`src/rtl/cordic_pkg.sv`:
```
// Shared definitions for the CORDIC datapath blocks.
// Contents:
//   state_e      - control state encoding of the iterative shifter (IDLE/SHIFT/DONE)
//   SHL_WIDTH    - default data width of the shifter operands
//   SHL_SHAMT_W  - default width of the run-time shift amount
package cordic_pkg;

  typedef enum logic [1:0] {
    ST_IDLE  = 2'd0,
    ST_SHIFT = 2'd1,
    ST_DONE  = 2'd2
  } state_e;

  localparam int unsigned SHL_WIDTH   = 4;
  localparam int unsigned SHL_SHAMT_W = 2;

endpackage

```
`src/rtl/shl1_stage.sv`:
```
// Combinational single-bit logical left shift.
// Ports:
//   a_i      in  WIDTH  word to shift
//   y_o      out WIDTH  a_i shifted left by one, LSB filled with 0
//   carry_o  out 1      bit shifted out of the MSB
module shl1_stage #(
  parameter int unsigned WIDTH = 4
) (
  input  logic [WIDTH-1:0] a_i,
  output logic [WIDTH-1:0] y_o,
  output logic             carry_o
);

  assign y_o     = {a_i[WIDTH-2:0], 1'b0};
  assign carry_o = a_i[WIDTH-1];

endmodule

```
`src/rtl/shift_left_iter.sv`:
```
// Iterative logical left shifter, one bit per clock, valid/ready on both sides.
// Accepts an operand in IDLE, shifts it shamt times in SHIFT, then holds the
// result in DONE until the consumer takes it. ovf flags any 1 shifted out.
// Optional feature: define SHL_SATURATE_EN to saturate z to all ones in DONE
// whenever ovf is set (ovf is still reported).
// Ports:
//   clk        in   1        rising-edge clock
//   rst        in   1        asynchronous active-high reset
//   in_valid   in   1        operand offered
//   in_ready   out  1        operand can be accepted (IDLE, not in reset)
//   x          in   WIDTH    operand, sampled on accept
//   shamt      in   SHAMT_W  left-shift amount, sampled on accept
//   out_valid  out  1        z/ovf valid (DONE)
//   out_ready  in   1        consumer takes result
//   z          out  WIDTH    shifted result
//   ovf        out  1        a 1 bit was shifted out of the MSB
module shift_left_iter
  import cordic_pkg::*;
#(
  parameter int unsigned WIDTH   = SHL_WIDTH,
  parameter int unsigned SHAMT_W = SHL_SHAMT_W
) (
  input  logic               clk,
  input  logic               rst,
  input  logic               in_valid,
  output logic               in_ready,
  input  logic [WIDTH-1:0]   x,
  input  logic [SHAMT_W-1:0] shamt,
  output logic               out_valid,
  input  logic               out_ready,
  output logic [WIDTH-1:0]   z,
  output logic               ovf
);

  state_e             state_q, state_d;
  logic [WIDTH-1:0]   data_q, data_d;
  logic [SHAMT_W-1:0] count_q, count_d;
  logic               ovf_q, ovf_d;

  logic [WIDTH-1:0]   shl_word_s;
  logic               shl_carry_s;

  shl1_stage #(
    .WIDTH (WIDTH)
  ) u_shl1 (
    .a_i     (data_q),
    .y_o     (shl_word_s),
    .carry_o (shl_carry_s)
  );

  // State, data, count and overflow registers
  always_ff @(posedge clk or posedge rst) begin
    if (rst) begin
      state_q <= ST_IDLE;
      data_q  <= {WIDTH{1'b0}};
      count_q <= {SHAMT_W{1'b0}};
      ovf_q   <= 1'b0;
    end else begin
      state_q <= state_d;
      data_q  <= data_d;
      count_q <= count_d;
      ovf_q   <= ovf_d;
    end
  end

  // Next-state and datapath update
  always_comb begin
    state_d = state_q;
    data_d  = data_q;
    count_d = count_q;
    ovf_d   = ovf_q;
    case (state_q)
      ST_IDLE: begin
        // in_ready is only low in IDLE while rst is high, and the registers
        // are held by reset then, so in_valid alone marks an accept here.
        if (in_valid) begin
          data_d  = x;
          count_d = shamt;
          ovf_d   = 1'b0;
          if (shamt == {SHAMT_W{1'b0}}) begin
            state_d = ST_DONE;
          end else begin
            state_d = ST_SHIFT;
          end
        end else begin
          state_d = ST_IDLE;
        end
      end
      ST_SHIFT: begin
        data_d  = shl_word_s;
        ovf_d   = ovf_q | shl_carry_s;
        count_d = count_q - SHAMT_W'(1);
        if (count_q == SHAMT_W'(1)) begin
          state_d = ST_DONE;
        end else begin
          state_d = ST_SHIFT;
        end
      end
      ST_DONE: begin
        if (out_ready) begin
          state_d = ST_IDLE;
        end else begin
          state_d = ST_DONE;
        end
      end
      default: begin
        state_d = ST_IDLE;
      end
    endcase
  end

  assign in_ready  = (state_q == ST_IDLE) && !rst;
  assign out_valid = (state_q == ST_DONE);
  assign ovf       = ovf_q;

`ifdef SHL_SATURATE_EN
  // Unsigned saturation only once the result is presented.
  assign z = (out_valid && ovf_q) ? {WIDTH{1'b1}} : data_q;
`else
  assign z = data_q;
`endif

endmodule

```
`config.mk`:
```
export PLATFORM = sky130hd
export DESIGN_NAME = shift_left_iter
export DESIGN_NICKNAME = d
export VERILOG_FILES = /design/src/rtl/cordic_pkg.sv /design/src/rtl/shl1_stage.sv /design/src/rtl/shift_left_iter.sv
export SDC_FILE = /design/constraint.sdc
export NUM_CORES = 1
export LEC_CHECK = 0
export BUFFER_PORTS_ARGS = -buffer_cell sky130_fd_sc_hd__buf_2
export CAP_MARGIN = 20
export CORE_AREA = 2 2 39 41
export CTS_CLUSTER_SIZE = 24
export DETAILED_ROUTE_END_ITERATION = 7
export DIE_AREA = 0 0 41 43
export PLACE_DENSITY_LB_ADDON = 0.25
export SYNTH_ARGS = -nofsm -noshare
export SYNTH_HDL_FRONTEND = slang
export SYNTH_SLANG_ARGS = --single-unit
export TNS_END_PERCENT = 1
```
`constraint.sdc`:
```
create_clock -name clk -period 2.17 [get_ports clk]
set_input_delay 0.434 -clock clk [delete_from_list [all_inputs] [get_ports clk]]
set_output_delay 0.434 -clock clk [all_outputs]
set_load 0.005 [all_outputs]
```
==> results.cfg <==
[timing]
setup_viol_count_final = 0
max_slew_margin = 0.633
rsz0062_at_grt = no
finalWorstSetupSlack_ns = 0.497
fin_crit_ns = 1.67
timing.final.hold_violations = 0
fin_crit_sh = 0.771
clock_skew_ns = 0.000367
slew_viol_final = 0
tightest_slew_ns = 0.551
tns_ns = 0
fmax_ghz = 0.598

[placed_design]
place_ws_ns = 0.778
dpl.hpwl_um = 725
placed_cells = 82
numPortBuffers = 16
place.gp.congestion = 0.691

[logic_synthesis]
synth_ff_type = dfrtp_1
ys_seq_area_frac = 0.430
synth_area_leaders = dfrtp_1 (43%), nor2_1 (5.0%), a21oi_1 (4.8%)
synth_enable_flop_cells = 0
synthDistinctLibCells = 27
synth_area_per_cell_um2 = 9.71
ys_ff_latch = 9
synth_cells = 54
yosys-top-cells-count = dfrtp_1 (9), nor2_1 (7), a21oi_1 (5)
yosys_warnings = 0
yosysMostFrequentCell = dfrtp_1
synth_top_area_frac = 0.430
synth_fp_nets = 65
yosys.area.top_type = dfrtp_1
syn_area_um2 = 524
async_flop_share = 1.00

[finish]
syn_to_final_growth_pct = 18.1
nets = 82
multi_input_area_um2 = 253
layout-drive-gt1-share = 0.357
antenna_cells = 0
n_fill_cell = 142
final_cells = 86
regArea_um2 = 225
postLayoutCoreUtil = 0.448

[grt]
gr-total-overflow = 0
antenna_found_initial = 0
grt_pass1_wl_mm = 1.56
track_usage = 0.138
grt_max_degree = 18
grt_pass1_vias = 357

[drt]
dr.pass1.iters = 4
route.detailed.drc = 0
drt_wl_total_um = 987
vias = 422
via_per_inst = 4.91
postRouteAntennaNets = 0
wl_per_cell_um = 11.5
drtIter0Drc = 5

[die]
die-width_um = 41
dieHeight_um = 43
io_pins = 17
std_cell_rows = 14
core_um2 = 1380
dieArea_um2 = 1760
initial_utilization = 0.379

[critical_path]
crit_type = register to output port
crit_start = state_q[0]$_DFF_PP0_
required_ns = 1.74
end_kind = output port
worstPathArrival_ns = 1.24
r2r_start = state_q[0]$_DFF_PP0_
cp_max_fo = 17
start_kind = register

[outcome]
status = finished, final reports clean

[clock_network]
cts_buffers = 3
cts_setup_buffers = 0
clock_path_buffers = 2
cts_resized = 0
htree_levels = 1
ctsHoldBuffers = 0
clock_latency_ns = 0.26
path_clk_slew_ns = 0.06
cts_tree = done
clock_sinks = 9
cts-root-buf = clkbuf_4

[power]
peakVddDrop_uv = 648
p_per_area_nw_per_um2 = 1300
p_leak_uw = 0.000292

[job]
drv_cap = 0

[worst_hold_path]
hp-class = primary input to asynchronous set/reset pin
## registers in the layout, indices dropped and copies added, names as in the netlist
register  count
count_q       2
ovf           1
state_q       2
z             4
## layout make-up
| type | count | area share |
|---|---|---|
| multi-input combinational | 37 | 0.408 |
| tap | 16 | 0.0323 |
| sequential | 9 | 0.364 |
| clock buffer | 4 | 0.0424 |
| timing repair buffer | 16 | 0.129 |
| inverter | 4 | 0.0242 |
## layout by cell type, fill, tap and decap left out, types with 2 or more instances in the layout
master    instances
clkbuf_4          3
nand2_1           2
nor3_1            2
buf_2            16
nor2b_1           2
inv_1             4
a21oi_1           5
dfrtp_1           9
nor2_1            7
nand2b_1          3
## worst max-delay path, stage by stage, from the launching register on
cell and delay, ns:
dfrtp_1 0.58, nor3_1 0.26, buf_2 0.14
## through the flow
stage                     total power, uW  hold slack (ns)  cell area [um^2]
after floorplan                       620            0.262               524
after global placement                678            0.436               593
after detailed placement              683            0.428               593
after CTS                             822            0.141               619
after global routing                  889            0.167               619
final                                 806            0.145               619
## path summary, 6_finish.rpt
kind	end	slack, ns	cells past startpoint
worst min register to register	count_q[0]$_DFFE_PP0P_	0.52	1
worst max-delay path	in_ready	0.50	2
worst max register to register	z[3]$_DFFE_PP0P_	0.85	3
min in group clk	state_q[1]$_DFF_PP0_	0.43	3
max in group asynchronous	z[0]$_DFFE_PP0P_	1.76	2
worst min-delay path	count_q[1]$_DFFE_PP0P_	0.14	2
## layer usage
layer | up-vias | GRT usage | routed length, um
met3 | 2 | 0.0314 | 50
met5 | - | 0 | 0
met4 | 0 | 0.120 | 12
met2 | 11 | 0.172 | 448
li1 | 220 | - | -
met1 | 189 | 0.188 | 476
## power by group
part / internal [uW] / switching [uW]
registers: 249 / 111
clock network: 71.0 / 60.3
logic: 179 / 136
## logic make-up (layout without fill, tap and decap cells)
family | Yosys count | after routing | synth area share
and+or+nand+nor | 19 | 19 | 0.212
AOI/OAI and AO/OA | 15 | 15 | 0.205
DFF | 9 | 9 | 0.430
buffers and inverters | 8 | 24 | 0.0883
muxes | 2 | 2 | 0.0406
adders and majority gates | 1 | 1 | 0.0239
No activity file was read; power rests on OpenSTA's default activity.
